### src/rtl/shift_seq_pkg.sv
// Shared definitions for the shift_seq engine: opcodes, FSM states and the
// predicate that tells single-shot commands apart from multi-step ones.
package shift_seq_pkg;

    localparam int OP_W = 4;

    localparam logic [OP_W-1:0] OP_CLR  = 4'd0;
    localparam logic [OP_W-1:0] OP_SET  = 4'd1;
    localparam logic [OP_W-1:0] OP_LSR  = 4'd2;
    localparam logic [OP_W-1:0] OP_LSL  = 4'd3;
    localparam logic [OP_W-1:0] OP_ASR  = 4'd4;
    localparam logic [OP_W-1:0] OP_SIN  = 4'd5;
    localparam logic [OP_W-1:0] OP_ROR  = 4'd6;
    localparam logic [OP_W-1:0] OP_ROL  = 4'd7;
    localparam logic [OP_W-1:0] OP_LOAD = 4'd8;
    localparam logic [OP_W-1:0] OP_LFSR = 4'd9;

    typedef enum logic [0:0] {
        ST_IDLE = 1'b0,
        ST_RUN  = 1'b1
    } state_e;

    // Reserved opcodes count as single-shot: one no-op step, amount ignored.
    function automatic logic is_single_shot(input logic [OP_W-1:0] op);
        logic single_s;
        case (op)
            OP_LSR, OP_LSL, OP_ASR, OP_SIN,
            OP_ROR, OP_ROL, OP_LFSR: single_s = 1'b0;
            default:                 single_s = 1'b1;
        endcase
        return single_s;
    endfunction

endpackage

### src/rtl/shift_step.sv
// Combinational next value of the data register for a single step of the
// latched operation.
module shift_step
    import shift_seq_pkg::*;
#(
    parameter int               WIDTH = 8,
    parameter logic [WIDTH-1:0] TAPS  = WIDTH'(8'hB8)
) (
    input  logic [OP_W-1:0]  op_i,
    input  logic [WIDTH-1:0] d_i,
    input  logic             ser_i,
    input  logic [WIDTH-1:0] cmd_data_i,
    output logic [WIDTH-1:0] d_o
);

    // One-bit step selected by the opcode; reserved codes hold the value.
    always_comb begin
        d_o = d_i;
        case (op_i)
            OP_CLR:  d_o = {WIDTH{1'b0}};
            OP_SET:  d_o = {{(WIDTH-1){1'b0}}, 1'b1};
            OP_LSR:  d_o = {1'b0, d_i[WIDTH-1:1]};
            OP_LSL:  d_o = {d_i[WIDTH-2:0], 1'b0};
            OP_ASR:  d_o = {d_i[WIDTH-1], d_i[WIDTH-1:1]};
            OP_SIN:  d_o = {ser_i, d_i[WIDTH-1:1]};
            OP_ROR:  d_o = {d_i[0], d_i[WIDTH-1:1]};
            OP_ROL:  d_o = {d_i[WIDTH-2:0], d_i[WIDTH-1]};
            OP_LOAD: d_o = cmd_data_i;
            OP_LFSR: d_o = {^(d_i & TAPS), d_i[WIDTH-1:1]};
            default: d_o = d_i;
        endcase
    end

endmodule

### src/rtl/shift_seq.sv
// Command-driven shift/rotate engine: accepts one command, performs its steps
// at the prescaled rate and pulses done alongside the final result.
module shift_seq
    import shift_seq_pkg::*;
#(
    parameter int               WIDTH = 8,
    parameter int               AMT_W = 4,
    parameter int               DIV   = 1,
    parameter logic [WIDTH-1:0] TAPS  = WIDTH'(8'hB8)
) (
    input  logic             clk,
    input  logic             rst_n,
    input  logic             cmd_valid,
    output logic             cmd_ready,
    input  logic [OP_W-1:0]  cmd_op,
    input  logic [AMT_W-1:0] cmd_amt,
    input  logic [WIDTH-1:0] cmd_data,
    input  logic             ser_i,
    output logic [WIDTH-1:0] data_o,
    output logic             busy,
    output logic             done
);

    localparam int               PRE_W    = $clog2(DIV + 1);
    localparam logic [PRE_W-1:0] PRE_LAST = PRE_W'(DIV - 1);

    state_e           state_q;
    logic [OP_W-1:0]  op_q;
    logic [WIDTH-1:0] load_q;
    logic [AMT_W-1:0] rem_q;
    logic [PRE_W-1:0] pre_q;
    logic [WIDTH-1:0] data_q;
    logic [WIDTH-1:0] data_d;
    logic             busy_q;
    logic             done_q;
    logic             ready_q;

    shift_step #(
        .WIDTH (WIDTH),
        .TAPS  (TAPS)
    ) u_step (
        .op_i       (op_q),
        .d_i        (data_q),
        .ser_i      (ser_i),
        .cmd_data_i (load_q),
        .d_o        (data_d)
    );

    // Control FSM with prescaler, remaining-step counter and data register.
    always_ff @(posedge clk or negedge rst_n) begin
        if (!rst_n) begin
            state_q <= ST_IDLE;
            op_q    <= OP_CLR;
            load_q  <= {WIDTH{1'b0}};
            rem_q   <= {AMT_W{1'b0}};
            pre_q   <= {PRE_W{1'b0}};
            data_q  <= {WIDTH{1'b0}};
            busy_q  <= 1'b0;
            done_q  <= 1'b0;
            ready_q <= 1'b1;
        end else begin
            case (state_q)
                ST_IDLE: begin
                    done_q <= 1'b0;
                    if (cmd_valid) begin
                        op_q    <= cmd_op;
                        load_q  <= cmd_data;
                        rem_q   <= is_single_shot(cmd_op) ? AMT_W'(1) : cmd_amt;
                        pre_q   <= {PRE_W{1'b0}};
                        busy_q  <= 1'b1;
                        ready_q <= 1'b0;
                        state_q <= ST_RUN;
                    end else begin
                        state_q <= ST_IDLE;
                    end
                end
                ST_RUN: begin
                    // A zero-step command finishes on the first RUN edge.
                    if (rem_q == {AMT_W{1'b0}}) begin
                        busy_q  <= 1'b0;
                        done_q  <= 1'b1;
                        ready_q <= 1'b1;
                        state_q <= ST_IDLE;
                    end else if (pre_q == PRE_LAST) begin
                        data_q <= data_d;
                        pre_q  <= {PRE_W{1'b0}};
                        rem_q  <= rem_q - AMT_W'(1);
                        if (rem_q == AMT_W'(1)) begin
                            busy_q  <= 1'b0;
                            done_q  <= 1'b1;
                            ready_q <= 1'b1;
                            state_q <= ST_IDLE;
                        end else begin
                            state_q <= ST_RUN;
                        end
                    end else begin
                        pre_q <= pre_q + PRE_W'(1);
                    end
                end
                default: begin
                    busy_q  <= 1'b0;
                    done_q  <= 1'b0;
                    ready_q <= 1'b1;
                    state_q <= ST_IDLE;
                end
            endcase
        end
    end

    assign cmd_ready = ready_q;
    assign data_o    = data_q;
    assign busy      = busy_q;
    assign done      = done_q;

endmodule

### config.mk
export PLATFORM = sky130hd
export DESIGN_NAME = shift_seq
export DESIGN_NICKNAME = d
export VERILOG_FILES = /design/src/rtl/shift_seq_pkg.sv /design/src/rtl/shift_step.sv /design/src/rtl/shift_seq.sv
export SDC_FILE = /design/constraint.sdc
export NUM_CORES = 1
export LEC_CHECK = 0
export CORE_MARGIN = 8
export CORE_UTILIZATION = 40
export DETAILED_ROUTE_END_ITERATION = 16
export PLACE_DENSITY_LB_ADDON = 0.2
export SYNTH_ARGS = -nofsm -noshare
export SYNTH_HDL_FRONTEND = slang
export SYNTH_SLANG_ARGS = --single-unit
### constraint.sdc
create_clock -name clk -period 4.6 [get_ports clk]
set_input_delay 0.69 -clock clk [delete_from_list [all_inputs] [get_ports clk]]
set_output_delay 0.69 -clock clk [all_outputs]
set_load 0.005 [all_outputs]
=== After elaboration in Yosys (flattened, before gate mapping) ===
Index checks and enable logic that the tools add are counted.

* Bits of input ports: 20
* Word-level logic and storage cells: 79
* Register bits after elaboration: 29

* Equality and inequality tests: 22
* Reductions and logical operators: 13
* Muxes and demuxes: 28
* Bitwise logic cells: 4
* Add/subtract/negate cells: 2

{| class="wikitable"
|+ Operators by type and width
! cell !! number
|-
| 8-bit one-hot mux with 10 select lines || 1
|-
| 4-bit by 3-bit equality test with 1-bit output (second input constant) || 8
|-
| 1-bit two-way mux || 17
|-
| 4-bit by 2-bit equality test with 1-bit output (second input constant) || 4
|-
| 4-bit two-way mux || 4
|-
| 4-bit equality test (second input constant) || 3
|-
| 1-bit one-hot mux with 2 select lines || 5
|-
| 10-bit nonzero test || 1
|-
| 9-bit nonzero test || 1
|-
| 4-bit by 1-bit equality test with 1-bit output (second input constant) || 2
|-
| 4-bit zero test || 2
|-
| 4-bit one-hot mux with 2 select lines || 1
|-
| 8-bit parity || 1
|-
| 7-bit OR reduction || 1
|-
| 2-bit != test (second input constant) || 3
|-
| 2-bit AND reduction || 3
|-
| 3-bit AND reduction || 2
|-
| 5-bit AND reduction || 1
|-
| 1-bit NOT || 4
|-
| 4-bit AND reduction || 1
|-
| 4-bit by 1-bit subtractor with 4-bit output (second input constant) || 1
|-
| 3-bit by 1-bit != test with 1-bit output (second input constant) || 1
|-
| 3-bit by 2-bit != test with 1-bit output (second input constant) || 1
|-
| 1-bit adder (second input constant) || 1
|}

=== Logic depth before layout (Yosys ltp) ===
* Depth in word-level cells: 8
* Mapped depth: 7

=== Cells and area by module ===
A second synthesis with hierarchy kept.

* Cells, all modules: 163
* Area total of the unflattened synthesis: 1647.8 um^2

{| class="wikitable"
|+ Modules (own cells, without submodules)
! module !! area an instance (um^2) !! sequential area each (um^2) !! cells each !! times used
|-
| shift_seq || 1242.4 || 701.9 || 95 || 1
|-
| shift_step || 405.4 || 0.0 || 68 || 1
|}

=== Worst setup path after synthesis ===
Ideal clock, no wire load.

* Path kind: register to register
* Start point: reg rem_q[0]
* End point: reg data_q[0], in the netlist data_o[0]
* Slack: 2.759 ns
* Buffers on the path: 0
* Data required time: 4.474 ns
* Library setup time: 0.126 ns
* Stages on the path, launching flop included: 7
* Arrival: 1.715 ns
* Path through: dfrtp_1 > inv_1 > ha_1 > or3b_4 > and2_4 > o211a_2 > a221o_1

* Word-level cells in the longest chain between the ends: 3

{| class="wikitable"
|+ RTL lines
! what !! line !! RTL
|-
| start, declared || shift_seq.sv:30 || <nowiki>logic [AMT_W-1:0] rem_q;</nowiki>
|-
| start signal, assigned || shift_seq.sv:55 || <nowiki>rem_q <= {AMT_W{1'b0}};</nowiki>
|-
| start signal, assigned || shift_seq.sv:68 || <nowiki>rem_q <= is_single_shot(cmd_op) ? AMT_W'(1) : cmd_amt;</nowiki>
|-
| start signal, assigned || shift_seq.sv:87 || <nowiki>rem_q <= rem_q - AMT_W'(1);</nowiki>
|-
| 4-bit zero test || shift_seq.sv:79 || <nowiki>if (rem_q == {AMT_W{1'b0}}) begin</nowiki>
|-
| 1-bit NOT (no line) || - ||
|-
| 4-bit AND reduction (no line) || - ||
|-
| end signal, assigned || shift_seq.sv:57 || <nowiki>data_q <= {WIDTH{1'b0}};</nowiki>
|-
| end signal, assigned || shift_seq.sv:85 || <nowiki>data_q <= data_d;</nowiki>
|-
| end, declared || shift_seq.sv:32 || <nowiki>logic [WIDTH-1:0] data_q;</nowiki>
|}

Every way passes these cells.
A chain may end at the register's enable or synchronous reset.

=== Worst setup path in the final report ===
* Start point: in cmd_valid
* End point: reg op_q[2]

* Word-level cells in the longest chain between the ends: 1

{| class="wikitable"
|+ RTL lines
! what !! line !! RTL
|-
| start, declared || shift_seq.sv:13 || <nowiki>input logic cmd_valid,</nowiki>
|-
| 2-bit AND reduction (no line) || - ||
|-
| end signal, assigned || shift_seq.sv:66 || <nowiki>op_q <= cmd_op;</nowiki>
|-
| end, declared || shift_seq.sv:28 || <nowiki>logic [OP_W-1:0] op_q;</nowiki>
|}

Every way passes these cells.

==> flow_summary.toml <==
[sta]
timing.final.crit_share = 0.529
hold_violations = 0
setup_viol = 0
period_needed_ps = 2430
fin_worst_skew_ps = 17.5
worst_pin_slew_ps = 1210
setup_ws_ps = 2170
max_freq_mhz = 411
max-slew-margin-rel = 0.193
slew_violations = 0
rsz0062_at_grt = "false"
fin_tns_setup_ps = 0

[logic_synthesis]
synth_mux_area_frac = 0.0986
synth_area_sq_mm = 0.00146
yosysUniqueCellTypes = 35
synth_top_family_by_area = "compound AO/OA/AOI/OAI gates"
synth_compound_area_frac = 0.193
async_flop_share = 1.00
ys_seq_area_frac = 0.481
synth_edf_count = 0
syn-num-nets = 158
yosysWarnings = 0
synthSimpleGateAreaFrac = 0.155
synthXorXnorAreaFrac = 0.0240
synth_ff_type = "dfrtp_1"
yosys_register_bits = 28
synthAdderAreaFrac = 0.0172
syn_area_per_cell_sq_um = 10.7
syn_inst = 136

[clocking]
cts_buffer_depth = 2
post_cts_buffers = 0
root_buffer = "clkbuf_4"
clkLatencyLatePin_ps = 340
ctsResizeCount = 0
cts_buffers = 3
clock_sinks = 28
cts_tree = "done"
ctsHoldBuffers = 0
path_clk_slew_ps = 140
htreeDepth = 1

[worst_setup_path]
r2r_start = "state_q"
crit_chain = "clkdlybuf4s50_1 -> inv_1 -> nor2_1 -> mux2_2"
endpoint_kind = "register"
regToRegSetupSlack_ps = 2500
cp_slowest_cell = "nor2_1"
cp_data_required_time_ps = 4830
crit_path_start = "cmd_valid"
critPathLaunchType = "primary input"
reg2reg_to = "op_q[2]"
crit_fanout = 16
critical_path_class = "in -> reg"
reg2reg_depth = 2
max_stage_delay_ps = 910
arrival_ps = 2660

[drt]
drtPass1Iterations = 4
met1_length_um = 1490
ant_nets = 0
dr_total_vias = 1130
wl_met2_um = 1590
highest_layer = "met4"
wl_met3_um = 157
wl_per_cell_um = 15.4
drc = 0
first_iter_violations = 89
viasPerCell = 5.31
wirelength_um = 3280

[power]
power_density_mw_per_mm2 = 640
vdd_drop_max_uv = 353
p_leak_uw = 0.000768

[finish]
multi_input_area_sq_um = 712
fin_nets = 188
fillers = 323
drive_gt1_frac = 0.139
syn2layout_area_growth_pct = 27.0
ff_latch_area_sq_um = 702
diodes = 0

[floorplan]
num_rows = 22
die_area_sq_mm = 0.00584
pin_count = 31
die-width_um = 76.4
start_util = 0.408
die_h_um = 76.4
core-area_sq_mm = 0.00358

[placed_design]
dp_hpwl_um = 2480
dpl_worst_slack_ps = 1790
portBuffers = 30
place.gp.congestion = 0.822

[worst_hold_path]
hold_path.class = "reg -> reg"
hold_depth = 2
worstHoldEndpoint = "cmd_ready"
min_from = "cmd_ready"

[global_route]
grt_overflow_total = 0
antenna_found_initial = 0
grt_start_max_net_pins = 29
grt_pass1_vias = 1169
grt_first_pass_wirelength_um = 5570
grt_usage = 0.115

[job]
drv_cap = 0

[outcome]
status = "complete, no violations"
-- cells by family (layout without fill, tap and decap cells) --
group                      after synthesis  in the layout
adders and majority gates                2              2
and+or+nand+nor                         42             42
DFF                                     28             28
AOI/OAI and AO/OA                       36             36
xor gates and xnor gates                 4              4
muxes                                   13             13
buffers and inverters                   11             40
-- layout by cell type, fill, tap and decap left out, drive strengths merged --
cell type       n
a211oi          1
a21o            2
a21oi           2
a221o           7
a221oi          2
a222oi          2
a22oi           7
a311oi          1
a32oi           1
and2            2
and2b           1
buf             1
bufinv          1
clkbuf          3
clkdlybuf4s50  30
dfrtp          27
dfstp           1
ha              2
inv             5
mux2           11
mux2i           2
nand2           7
nand2b          1
nand3           4
nand3b          3
nor2           18
nor3            4
nor4b           1
o211a           1
o21a            2
o21ai           6
o31a            1
o31ai           1
or3b            1
xnor2           4
-- Yosys cell counts (all sizes together), types with 2 or more instances --
library cell	number	area, sq um
dfrtp	27	676
nor2	18	67.6
mux2	11	124
a221o	7	70.1
a22oi	7	52.6
nand2	7	26.3
o21ai	6	30.0
inv	5	18.8
nand3	4	25.0
nor3	4	20.0
xnor2	4	35.0
buf	3	15.0
clkbuf	3	11.3
nand3b	3	22.5
a21o	2	15.0
a21oi	2	10.0
a221oi	2	17.5
a222oi	2	20.0
and2	2	15.0
ha	2	25.0
mux2i	2	20.0
o21a	2	15.0
-- cell type report --
type,count,share of cell area
tap,48,0.0324
multi-input combinational,97,0.384
clock buffer,3,0.0122
clock inverter,1,0.0162
inverter,5,0.0101
sequential,28,0.379
timing repair buffer,31,0.166
-- critical path, delay by kind of cell --
family	cells	cell delay [ps]
simple gates	1	910
buf+inv	2	620
mux	1	430
-- power breakdown --
| part | internal [uW] | total (uW) | leakage, uW | switching (uW) |
|---|---|---|---|---|
| Combinational | 288 | 530 | 0.000399 | 241 |
| Clock | 88.2 | 163 | 0.0000279 | 74.5 |
| Sequential | 357 | 494 | 0.000341 | 138 |
-- worst max-delay path by stage --
stage                      endpoint  slack, ps  cells after the start
after floorplan           data_o[0]       2760                      6
after global placement    load_q[3]       1880                      4
after detailed placement    op_q[2]       1790                      4
after CTS                   op_q[2]       2160                      4
after global routing        op_q[2]       2000                      4
final                       op_q[2]       2170                      4
-- sequential cells by signal, summed over array words and instances, names as in the netlist --
name / count
data_o: 8
load_q: 8
op_q: 4
rem_q: 4
busy: 1
cmd_ready: 1
done: 1
state_q: 1
-- per-stage QoR --
stage          total power [uW]  utilization  cell area (sq um)  hold slack [ps]  std cells
3_5_place_dp               1040        0.503               1800              477        209
5_1_grt                    1290        0.518               1850              538        213
6_report                   1190        0.518               1850              504        213
4_1_cts                    1200        0.518               1850              506        213
2_1_floorplan               864            -               1460              394        136
3_3_place_gp               1010        0.503               1800              475        209
-- per-layer routing --
metal  global-route usage  up-vias
met3               0.0425        4
li1                     -      563
met2                0.187       19
met5                    0        -
met4               0.0346        0
met1                0.137      544
No activity file was read; power rests on OpenSTA's default activity.
